## config.mk

```make
export PLATFORM = sky130hd
export DESIGN_NAME = segment_counter_mux
export DESIGN_NICKNAME = d
export VERILOG_FILES = /design/src/rtl/segment_counter_mux.sv
export SDC_FILE = /design/constraint.sdc
export NUM_CORES = 1
export LEC_CHECK = 0
export ABC_CLOCK_PERIOD_IN_PS = 2600
export BUFFER_PORTS_ARGS = -buffer_cell sky130_fd_sc_hd__clkbuf_2
export CORE_MARGIN = 5
export CORE_UTILIZATION = 40
export DETAILED_ROUTE_END_ITERATION = 8
export GPL_TIMING_DRIVEN = 0
export MAX_ROUTING_LAYER = met4
export RECOVER_POWER = 25
export SETUP_SLACK_MARGIN = 0.2
export SYNTH_ARGS = -nofsm -noshare
export SYNTH_HDL_FRONTEND = slang
export SYNTH_SLANG_ARGS = --single-unit
```

## constraint.sdc

```tcl
create_clock -name clk -period 2.6 [get_ports clk]
set_input_delay 0.52 -clock clk [delete_from_list [all_inputs] [get_ports clk]]
set_output_delay 0.52 -clock clk [all_outputs]
set_load 0.02 [all_outputs]
```

## src/rtl/segment_counter_mux.sv

```systemverilog
// BCD up/down counter with load, wrap pulse and a time-multiplexed
// active-low 7-segment scanner driving one digit at a time.
module segment_counter_mux #(
  parameter int DIGITS   = 4,
  parameter int TICK_DIV = 50000000,
  parameter int SCAN_DIV = 50000
) (
  input  logic                  clk,
  input  logic                  rst,
  input  logic                  en,
  input  logic                  up_down,
  input  logic                  load,
  input  logic [4*DIGITS-1:0]   load_value,
  output logic [4*DIGITS-1:0]   bcd,
  output logic [6:0]            segment,
  output logic [DIGITS-1:0]     digit_sel,
  output logic                  wrap
);

  localparam int TW = (TICK_DIV > 1) ? $clog2(TICK_DIV) : 1;
  localparam int SW = (SCAN_DIV > 1) ? $clog2(SCAN_DIV) : 1;
  localparam int IW = (DIGITS > 1) ? $clog2(DIGITS) : 1;

  localparam logic [TW-1:0] TICK_MAX = TW'(TICK_DIV - 1);
  localparam logic [SW-1:0] SCAN_MAX = SW'(SCAN_DIV - 1);
  localparam logic [IW-1:0] IDX_MAX  = IW'(DIGITS - 1);

  logic [TW-1:0]          tick_q, tick_d;
  logic [SW-1:0]          scan_q, scan_d;
  logic [IW-1:0]          idx_q, idx_d;
  logic [4*DIGITS-1:0]    bcd_q, bcd_d;
  logic                   wrap_q, wrap_d;
  logic [6:0]             seg_q, seg_d;
  logic [DIGITS-1:0]      sel_q, sel_d;
  logic                   step;

  function automatic logic [6:0] seg_enc(input logic [3:0] v);
    logic [6:0] s;
    case (v)
      4'd0:    s = 7'b0000001;
      4'd1:    s = 7'b1001111;
      4'd2:    s = 7'b0010010;
      4'd3:    s = 7'b0000110;
      4'd4:    s = 7'b1001100;
      4'd5:    s = 7'b0100100;
      4'd6:    s = 7'b0100000;
      4'd7:    s = 7'b0001111;
      4'd8:    s = 7'b0000000;
      4'd9:    s = 7'b0000100;
      default: s = 7'b1111111;
    endcase
    return s;
  endfunction

  // Load clears the divider and suppresses the step due this cycle.
  always_comb begin
    step   = 1'b0;
    tick_d = tick_q;
    if (load) begin
      tick_d = '0;
    end else if (en) begin
      if (tick_q == TICK_MAX) begin
        tick_d = '0;
        step   = 1'b1;
      end else begin
        tick_d = tick_q + TW'(1);
      end
    end
  end

  // Ripple the carry/borrow through all digits in one cycle; a carry
  // surviving past the top digit is the full-range roll-over.
  always_comb begin
    logic       carry;
    logic [3:0] dig;
    bcd_d  = bcd_q;
    wrap_d = 1'b0;
    carry  = 1'b0;
    dig    = '0;
    if (load) begin
      for (int i = 0; i < DIGITS; i++) begin
        dig = load_value[4*i +: 4];
        bcd_d[4*i +: 4] = (dig > 4'd9) ? 4'd0 : dig;
      end
    end else if (step) begin
      carry = 1'b1;
      for (int i = 0; i < DIGITS; i++) begin
        dig = bcd_q[4*i +: 4];
        if (carry) begin
          if (up_down) begin
            if (dig == 4'd9) begin
              bcd_d[4*i +: 4] = 4'd0;
            end else begin
              bcd_d[4*i +: 4] = dig + 4'd1;
              carry = 1'b0;
            end
          end else begin
            if (dig == 4'd0) begin
              bcd_d[4*i +: 4] = 4'd9;
            end else begin
              bcd_d[4*i +: 4] = dig - 4'd1;
              carry = 1'b0;
            end
          end
        end
      end
      wrap_d = carry;
    end
  end

  always_comb begin
    scan_d = scan_q;
    idx_d  = idx_q;
    if (scan_q == SCAN_MAX) begin
      scan_d = '0;
      idx_d  = (idx_q == IDX_MAX) ? '0 : idx_q + IW'(1);
    end else begin
      scan_d = scan_q + SW'(1);
    end
  end

  // Select and pattern come from the same index and bcd snapshot.
  always_comb begin
    logic [3:0] cur;
    cur   = '0;
    sel_d = '1;
    for (int i = 0; i < DIGITS; i++) begin
      if (IW'(i) == idx_q) begin
        sel_d[i] = 1'b0;
        cur      = bcd_q[4*i +: 4];
      end
    end
    seg_d = seg_enc(cur);
  end

  always_ff @(posedge clk) begin
    if (rst) begin
      tick_q <= '0;
      scan_q <= '0;
      idx_q  <= '0;
      bcd_q  <= '0;
      wrap_q <= 1'b0;
      seg_q  <= 7'b1111111;
      sel_q  <= ~DIGITS'(1);
    end else begin
      tick_q <= tick_d;
      scan_q <= scan_d;
      idx_q  <= idx_d;
      bcd_q  <= bcd_d;
      wrap_q <= wrap_d;
      seg_q  <= seg_d;
      sel_q  <= sel_d;
    end
  end

  assign bcd       = bcd_q;
  assign wrap      = wrap_q;
  assign segment   = seg_q;
  assign digit_sel = sel_q;

endmodule

```

==> qor.yml, run 1 <==
outcome:
  status: "completed"
worst_setup_path:
  crit_chain: "ha_1 -> and3_1 -> nand4_4 -> or3_1 -> buf_2 -> or3_1 -> a311oi_2"
  critical_path.max_stage_delay_ps: 400
  cp-end-kind: "flip-flop"
  worst_setup_path_start_kind: "flip-flop"
  cp.required_ps: 2860
  crit_buf_inv: 1
  cpMostUsedCell: "or3_1"
  cp_max_fo: 8
  cp_slowest_cell: "or3_1"
  arrival_ps: 2580
  worstSetupPathType: "flip-flop to flip-flop"
  reg2reg_slack_ps: 280
  cpLargestDelayFamily: "simple AND/OR/NAND/NOR gates"
floorplan:
  die_area_um2: 12500
  core_region_area_um2: 10200
  initial_utilization_pct: 40.6
  num_rows: 37
  die_width_um: 112
  boundaryPins: 49
  die_height_um: 112
timing:
  clock_skew_ps: 13.2
  max_freq_ghz: 0.432
  holdWs_ps: 449
  slew_violations: 0
  fin_ws_ps: 284
  worst_slew_pin_slew_ps: 642
  hold_violations: 0
  rsz0062_at_grt: "false"
  fin_crit_ps: 2320
  slew_headroom_pct: 56.8
  final-setup-viol-count: 0
  period_share_pct: 89.1
clocking:
  ctsRootBufferMaster: "clkbuf_8"
  ctsHoldBuffers: 0
  clock_latency_ps: 340
  cts_tree: "built"
  htree_levels: 3
  clockBufferDepth: 2
  clkTransAtPathRegs_ps: 80
  cts_buffers: 9
  clock-sinks: 72
yosys:
  synth_edf_count: 0
  async_reset_ff_share_pct: 0
  synth_flop_cell: "dfxtp_1"
  yosysTopAreaCell: "dfxtp_1"
  synthTopCellsByCount: "dfxtp_1, nor2_1, xnor2_1"
  ys_seq_area_share_pct: 34.9
  synth_cells: 518
  synth_cell_types: 61
  yosys_warnings: 0
  synthTopCellsByArea: "dfxtp_1, xnor2_1, nor2_1, ha_1, xor2_1"
  mappedNetlistArea_um2: 4130
  synth_seq_cells: 72
  yosys.area.top_type_share_pct: 34.9
  syn_nets: 551
  syn_avg_cell_area_um2: 7.97
finish:
  drive_above_1_share_pct: 13.6
  syn_to_final_growth_pct: 17.3
  final_core_util_pct: 47.6
  fin_cells: 717
  num_antenna_cells: 0
  final_nets: 610
placed_design:
  dp_hpwl_um: 7630
  dp_cells: 701
  io_buffers: 47
  gp_congestion: 0.906
  dp_worst_setup_slack_ps: -46.5
pwr:
  total_power_w: 0.00264
  vdd_drop_max_v: 0.000246
  leakagePower_nw: 1.75
  power.density_nw_per_um2: 546
drt:
  wl_um: 10500
  route.antenna.remaining_nets: 0
  dr.pass1.iters: 4
  drcViolationCount: 0
  via_count: 3853
  routedWlPerCell_um: 14.7
  viasPerCell: 5.37
  drt_first_iter_violations: 173
grt:
  grt_use_met1_pct: 21.0
  grt.busiest_layer: "met2"
  grt_pass1_wl_um: 16900
  grt_pass1_vias: 3549
  use_met2_pct: 27.5
  grt.overflow.total: 0
  grt_util_all_layers_pct: 16.9
  antenna_found_initial: 0
  grt_start_max_net_pins: 13
  grt_util_met3_pct: 4.13
hold_path:
  min_path_type: "primary input to flip-flop"
run:
  maxCapViolCount: 0
## registers in the layout, indices dropped and copies added (netlist names)
| name | cells |
|---|---|
| tick_q | 26 |
| bcd | 16 |
| scan_q | 16 |
| segment | 7 |
| digit_sel | 4 |
| idx_q | 2 |
| wrap | 1 |
## where the power goes
group	switching, W	internal [W]	total (W)
clock	0.000426	0.000758	0.00118
sequential	0.0000198	0.00113	0.00115
combinational	0.000198	0.000110	0.000309
total	0.000644	0.00200	0.00264
## metrics by stage
step / instance area, µm² / setup TNS, ps
3_5_place_dp: 4540 / -86.6
5_1_grt: 4840 / 0
2_1_floorplan: 4130 / 0
6_report: 4840 / 0
3_3_place_gp: 4540 / 0
4_1_cts: 4820 / 0
## path summary, 6_finish.rpt
kind	to	from	cells past startpoint
worst max register to register	bcd[12]	tick_q[0]	7
worst min-delay path	bcd[3]	load_value[3]	3
worst max-delay path	bcd[12]	tick_q[0]	7
worst min register to register	scan_q[0]	scan_q[0]	1
## routing by layer
metal / vias to the layer above / part of all wire [%] / wire (µm)
li1: 1958 / - / -
met1: 1793 / 46 / 4810
met2: 92 / 48 / 5000
met3: 10 / 5.7 / 600
met4: 0 / 1.0 / 110
met5: - / 0 / 0
## worst min-delay path: stages
cell	delay, ps
clkbuf_2	100
nand3_1	70
nand3_1	60
## what timing repair did
action	4_1_cts	5_1_grt
endpoints found under the hold margin	0	0
gates resized for setup	3	28
endpoints found under the setup margin	6	31
buffers inserted	1	0
pin swaps	1	0
## cell families after synthesis
kind of cell	after synthesis	share of synthesized area, %
xor gates and xnor gates	48	10.2
adders and majority gates	12	3.64
AOI/OAI and AO/OA	104	16.8
muxes	5	1.21
and+or+nand+nor	220	27.4
buffers and inverters	57	5.82
DFF	72	34.9
## cell type report
| class | count | area, µm² |
|---|---|---|
| fillers | 1038 | 5340 |
| multi-input cells | 389 | 2500 |
| flip-flops and latches | 72 | 1450 |
| repair buffers | 48 | 218 |
| well taps | 136 | 170 |
| plain buffers | 34 | 154 |
| clock buffers | 10 | 138 |
| clock inverters | 5 | 129 |
| inverters | 23 | 86.3 |
## cells in the final DEF (no fill, tap or decap), types with 5 or more instances in the layout
master / instances
xnor2_1: 34
nand3_1: 17
a21o_1: 7
a21oi_1: 23
o21ai_0: 23
clkbuf_1: 41
a211oi_1: 8
dfxtp_2: 7
clkbuf_8: 10
nor4_1: 11
nor2_1: 72
and3_1: 14
clkbuf_2: 35
nand4_1: 10
mux2i_1: 5
inv_1: 23
nand2b_1: 9
nand2_1: 30
ha_1: 12
xor2_1: 14
dfxtp_1: 65
nor3_1: 17
Power figures use the tool's default switching activity.
==> inputs of run 2 (changes only) <==
--- a/config.mk
+++ b/config.mk
@@ -7,6 +7,7 @@
 export LEC_CHECK = 0
 export ABC_CLOCK_PERIOD_IN_PS = 2600
 export BUFFER_PORTS_ARGS = -buffer_cell sky130_fd_sc_hd__clkbuf_2
+export CORE_ASPECT_RATIO = 0.5
 export CORE_MARGIN = 5
 export CORE_UTILIZATION = 40
 export DETAILED_ROUTE_END_ITERATION = 8
==> run 2 against run 1 <==
  * Critical path depth unchanged
  * Register-to-register slack lost 20 ps
  * Die area rose by 0.99%
  * Sequential share of layout area shrank 0.24 points
  * Non-clock buffer count stayed put
  * Clock skew down 7.2 ps
  * Sequential power is essentially flat
  * Worst hold slack lost 8.6 ps
  * Global-route usage grew 0.60 points
==> qor.yml, run 2 (synthesis gave the netlist of run 1 again) <==
worst_setup_path:
  arrival_ps: 2590
  r2r_start: "tick_q[0]"
  cp-end-kind: "flip-flop"
  cp.required_ps: 2850
  crit_start: "tick_q[0]"
  worst_setup_path_start_kind: "flip-flop"
  cp_max_fo: 8
  worstSetupPathType: "flip-flop to flip-flop"
clocking:
  ctsHoldBuffers: 0
  cts_buffers: 9
  ctsRootBufferMaster: "clkbuf_16"
  clock-sinks: 72
  clock_latency_ps: 340
  clockBufferDepth: 2
  htree_levels: 3
  cts_tree: "built"
  clkTransAtPathRegs_ps: 60
floorplan:
  boundaryPins: 49
  die_height_um: 81.9
  initial_utilization_pct: 40.7
  die_area_um2: 12600
  num_rows: 26
  die_width_um: 154
  core_region_area_um2: 10100
finish:
  fin_cells: 722
  num_antenna_cells: 0
  largest-register: "tick_q"
  final_core_util_pct: 48.4
  final_nets: 610
  multiInputGateArea_um2: 2510
  syn_to_final_growth_pct: 18.9
  largest_register_ffs: 26
  fill_cells: 1022
  layout_commonest_cell: "nor2_1"
  seqCellArea_um2: 1460
  mostFrequentLayoutCells: "nor2_1, dfxtp_1, clkbuf_1"
  drive_above_1_share_pct: 14.3
  fin_area_um2: 4910
drt:
  dr.pass1.iters: 5
  drt_first_iter_violations: 232
  wl_um: 10500
  route.antenna.remaining_nets: 0
  routedWlPerCell_um: 14.5
  via_count: 3819
  drcViolationCount: 0
  viasPerCell: 5.29
grt:
  grt_pass1_vias: 3433
  grt_pass1_wl_um: 17300
  grt_start_max_net_pins: 14
  grt_util_all_layers_pct: 17.5
  grt.overflow.total: 0
  antenna_found_initial: 0
pwr:
  power.internal_w: 0.00201
  seqPwrFrac_pct: 42.0
  vdd_drop_max_v: 0.000285
  switching_share_pct: 26.3
  clkPwrFrac_pct: 46.6
  p_switching_w: 0.000718
  leakagePower_nw: 1.78
  power.density_nw_per_um2: 556
  comb_power_share_pct: 11.3
timing:
  hold_violations: 0
  final-setup-viol-count: 0
  rsz0062_at_grt: "false"
  holdWs_ps: 441
  worst_slew_pin_slew_ps: 647
  fin_crit_ps: 2330
  slew_headroom_pct: 56.5
  setup_tns_ps: 0
  clock_skew_ps: 5.95
  slew_violations: 0
  period_share_pct: 89.8
  max_freq_ghz: 0.428
run:
  maxCapViolCount: 0
placed_design:
  placed_area_um2: 4540
  dp_cells: 705
  io_buffers: 47
  gp_congestion: 0.845
  dp_hpwl_um: 7540
hold_path:
  hold_start: "load_value[3]"
  min_path_type: "primary input to flip-flop"
outcome:
  status: "completed"
run 2: cell types whose count changed in the layout (fill, tap and decap cells not counted), moves of 2 or more:
cell,change
clkbuf_16,+9
clkbuf_8,-9
bufinv_16,-3
dfxtp_4,+3
clkinvlp_4,+2
dfxtp_2,-2
run 2: stage by stage:
stage | worst slack, ps | power [W]
floorplan | 376 | 0.00138
global placement | -25.0 | 0.00148
detailed placement | -41.1 | 0.00148
CTS | 213 | 0.00276
global route | 123 | 0.00285
finish | 266 | 0.00273
run 2: critical path: stages, from the launching register on:
cell	delay (ps)
dfxtp_1	360
ha_1	180
and3_1	300
nand4_4	210
or3_1	410
buf_2	180
or3_1	350
a311oi_1	250
run 2: layout make-up:
| type | instances | area share, % |
|---|---|---|
| buffer | 34 | 3.16 |
| clock buffer | 10 | 4.86 |
| clock inverter | 6 | 1.38 |
| inverter | 23 | 1.76 |
| multi-input combinational | 389 | 51.1 |
| sequential | 72 | 29.7 |
| tap | 140 | 3.57 |
| timing repair buffer | 48 | 4.43 |
run 2: what timing repair did:
item,in CTS,in global routing
gates cloned,0,0
resized for setup,6,35
setup endpoints to repair,22,28
pin swaps,1,1
buffers inserted,1,0
run 2: power groups by stage:
stage | Combinational [W] | Sequential (W) | Clock (W)
2_1_floorplan | 0.000181 | 0.00120 | 0
3_3_place_gp | 0.000303 | 0.00117 | 0
3_5_place_dp | 0.000304 | 0.00118 | 0
4_1_cts | 0.000309 | 0.00115 | 0.00130
5_1_grt | 0.000345 | 0.00115 | 0.00135
6_report | 0.000309 | 0.00115 | 0.00127
run 2: worst paths after layout:
kind	end	depth (start not counted)	slack, ps
worst min register to register	scan_q[0]	1	460
worst max-delay path	bcd[12]	7	270
worst max register to register	bcd[12]	7	270
worst min-delay path	bcd[3]	3	440
run 2: per-layer routing:
layer,vias up,track usage [%],routed length [µm]
met5,-,-,0
met4,0,4.76,131
met3,10,4.21,545
met2,93,27.7,4650
met1,1758,22.8,5170
li1,1958,-,-
==> inputs of run 3 (changes only) <==
--- a/config.mk
+++ b/config.mk
@@ -7,6 +7,7 @@
 export LEC_CHECK = 0
 export ABC_CLOCK_PERIOD_IN_PS = 2600
 export BUFFER_PORTS_ARGS = -buffer_cell sky130_fd_sc_hd__clkbuf_2
+export CAP_MARGIN = 0
 export CORE_ASPECT_RATIO = 0.5
 export CORE_MARGIN = 5
 export CORE_UTILIZATION = 40
@@ -14,6 +15,7 @@
 export GPL_TIMING_DRIVEN = 0
 export MAX_ROUTING_LAYER = met4
 export RECOVER_POWER = 25
+export REMOVE_ABC_BUFFERS = 1
 export SETUP_SLACK_MARGIN = 0.2
 export SYNTH_ARGS = -nofsm -noshare
 export SYNTH_HDL_FRONTEND = slang
==> run 3 against run 2 <==
  * Via count fell by 4.9%
  * First-iteration DRC count is 24% lower
  * Non-clock buffer count is 33 lower
  * Global-route usage is 1.3 points lower
  * Cell count decreased by 4.6%
  * Worst hold slack improved by 1.7 ps
  * Utilization shrank 1.6 points
  * Critical path type unchanged
  * Largest power group unchanged
  * Fmax grew 3.2%
  * Clock-buffer cell count did not move
==> qor.yml, run 3 (synthesis gave the netlist of run 1 again) <==
drt:
  drt_first_iter_violations: 176
  dr.pass1.iters: 4
  routedWlPerCell_um: 13.8
  route.antenna.remaining_nets: 0
  viasPerCell: 5.27
  drcViolationCount: 0
  via_count: 3633
  wl_um: 9490
timing:
  slew_violations: 0
  setup_tns_ps: 0
  fin_crit_ps: 2260
  final-setup-viol-count: 0
  rsz0062_at_grt: "true"
  worst_slew_pin_slew_ps: 677
  hold_violations: 0
  period_share_pct: 87.0
  slew_headroom_pct: 54.4
  max_freq_ghz: 0.442
  clock_skew_ps: 6.73
grt:
  grt_util_all_layers_pct: 16.2
  grt_start_max_net_pins: 38
  grt.overflow.total: 0
  antenna_found_initial: 0
  grt_pass1_vias: 3312
  grt_pass1_wl_um: 16000
outcome:
  status: "completed"
floorplan:
  num_rows: 26
  die_height_um: 81.9
  initial_utilization_pct: 40.7
  die_area_um2: 12600
  die_width_um: 154
  core_region_area_um2: 10100
  boundaryPins: 49
clocking:
  htree_levels: 3
  clockBufferDepth: 2
  cts_buffers: 9
  clock-sinks: 72
  cts_tree: "built"
  clock_latency_ps: 340
  ctsRootBufferMaster: "clkbuf_16"
  clkTransAtPathRegs_ps: 60
finish:
  syn_to_final_growth_pct: 15.1
  drive_above_1_share_pct: 12.2
  largest-register: "tick_q"
  largest_register_ffs: 26
  mostFrequentLayoutCells: "nor2_1, dfxtp_1, xnor2_1"
  final_core_util_pct: 46.8
  fill_cells: 1029
  final_nets: 577
  fin_area_um2: 4750
  num_antenna_cells: 0
  layout_commonest_cell: "nor2_1"
placed_design:
  dp_hpwl_um: 6620
  io_buffers: 48
  gp_congestion: 0.804
  placed_area_um2: 4390
pwr:
  vdd_drop_max_v: 0.000266
  total_power_w: 0.00277
  power.density_nw_per_um2: 582
  leakagePower_nw: 1.68
worst_setup_path:
  worst_setup_path_start_kind: "flip-flop"
  ff2ff_path_depth: 5
  cp.required_ps: 2850
  r2r_start: "tick_q[6]"
  timing.rr.end: "bcd[12]"
  reg2reg_slack_ps: 340
  cp-end-kind: "flip-flop"
  arrival_ps: 2510
  worstSetupPathType: "flip-flop to flip-flop"
  cp_max_fo: 8
hold_path:
  hold_depth: 3
  min_path_type: "primary input to flip-flop"
  hold_start: "load_value[10]"
  min_to: "bcd[10]"
run:
  maxCapViolCount: 0
run 3: cell types whose count changed in the layout (fill, tap and decap cells not counted), moves of 3 or more:
| cell | change |
|---|---|
| buf_2 | -4 |
| clkbuf_1 | -21 |
| dfxtp_4 | -3 |
| dfxtp_1 | +6 |
| clkbuf_2 | -6 |
| dfxtp_2 | -3 |
run 3: timing repair:
item,CTS,global route
pin swaps,0,1
endpoints found under the hold margin,0,0
endpoints found under the setup margin,29,10
setup buffers,0,1
gates resized for setup,4,10
hold buffers,0,0
run 3: power by group:
| part | internal (W) | leakage [nW] | total [W] | switching [W] |
|---|---|---|---|---|
| Sequential | 0.00113 | 0.586 | 0.00118 | 0.0000449 |
| Combinational | 0.0000993 | 0.946 | 0.000257 | 0.000157 |
| Clock | 0.000845 | 0.149 | 0.00133 | 0.000490 |
| Total | 0.00208 | 1.68 | 0.00277 | 0.000692 |
run 3: layout make-up:
cell class / instances / area [µm²] / area share (%)
flip-flops and latches: 72 / 1440 / 30.4
well taps: 140 / 175 / 3.69
clock inverters: 6 / 92.6 / 1.95
multi-input cells: 389 / 2500 / 52.6
clock buffers: 10 / 229 / 4.82
inverters: 23 / 86.3 / 1.82
repair buffers: 49 / 228 / 4.79
run 3: critical path, cell delays in order (launching register included):
cell and delay, ps:
dfxtp_1 410, nand4_2 220, or3_4 490, or3_4 430, or3_1 370, a311oi_1 250
run 3: worst max path at each step:
stage                   start          to
floorplan            idx_q[0]  segment[3]
global placement      up_down     bcd[12]
detailed placement    up_down     bcd[12]
CTS                 tick_q[0]     bcd[12]
global route           bcd[5]     bcd[12]
finish              tick_q[6]     bcd[12]
run 3: layer usage:
layer,vias to the layer above,share of wire (%),track usage (%)
met5,-,0,-
met4,0,1.6,5.81
met3,13,4.5,4.95
met2,58,43,24.9
met1,1672,51,20.5
li1,1890,-,-
run 3: through the flow:
stage | hold WS [ps] | setup slack, ps | cells
floorplan | 426 | 449 | 484
global placement | 448 | -152 | 672
detailed placement | 479 | -191 | 672
CTS | 434 | 164 | 688
global route | 453 | 157 | 689
finish | 442 | 339 | 689
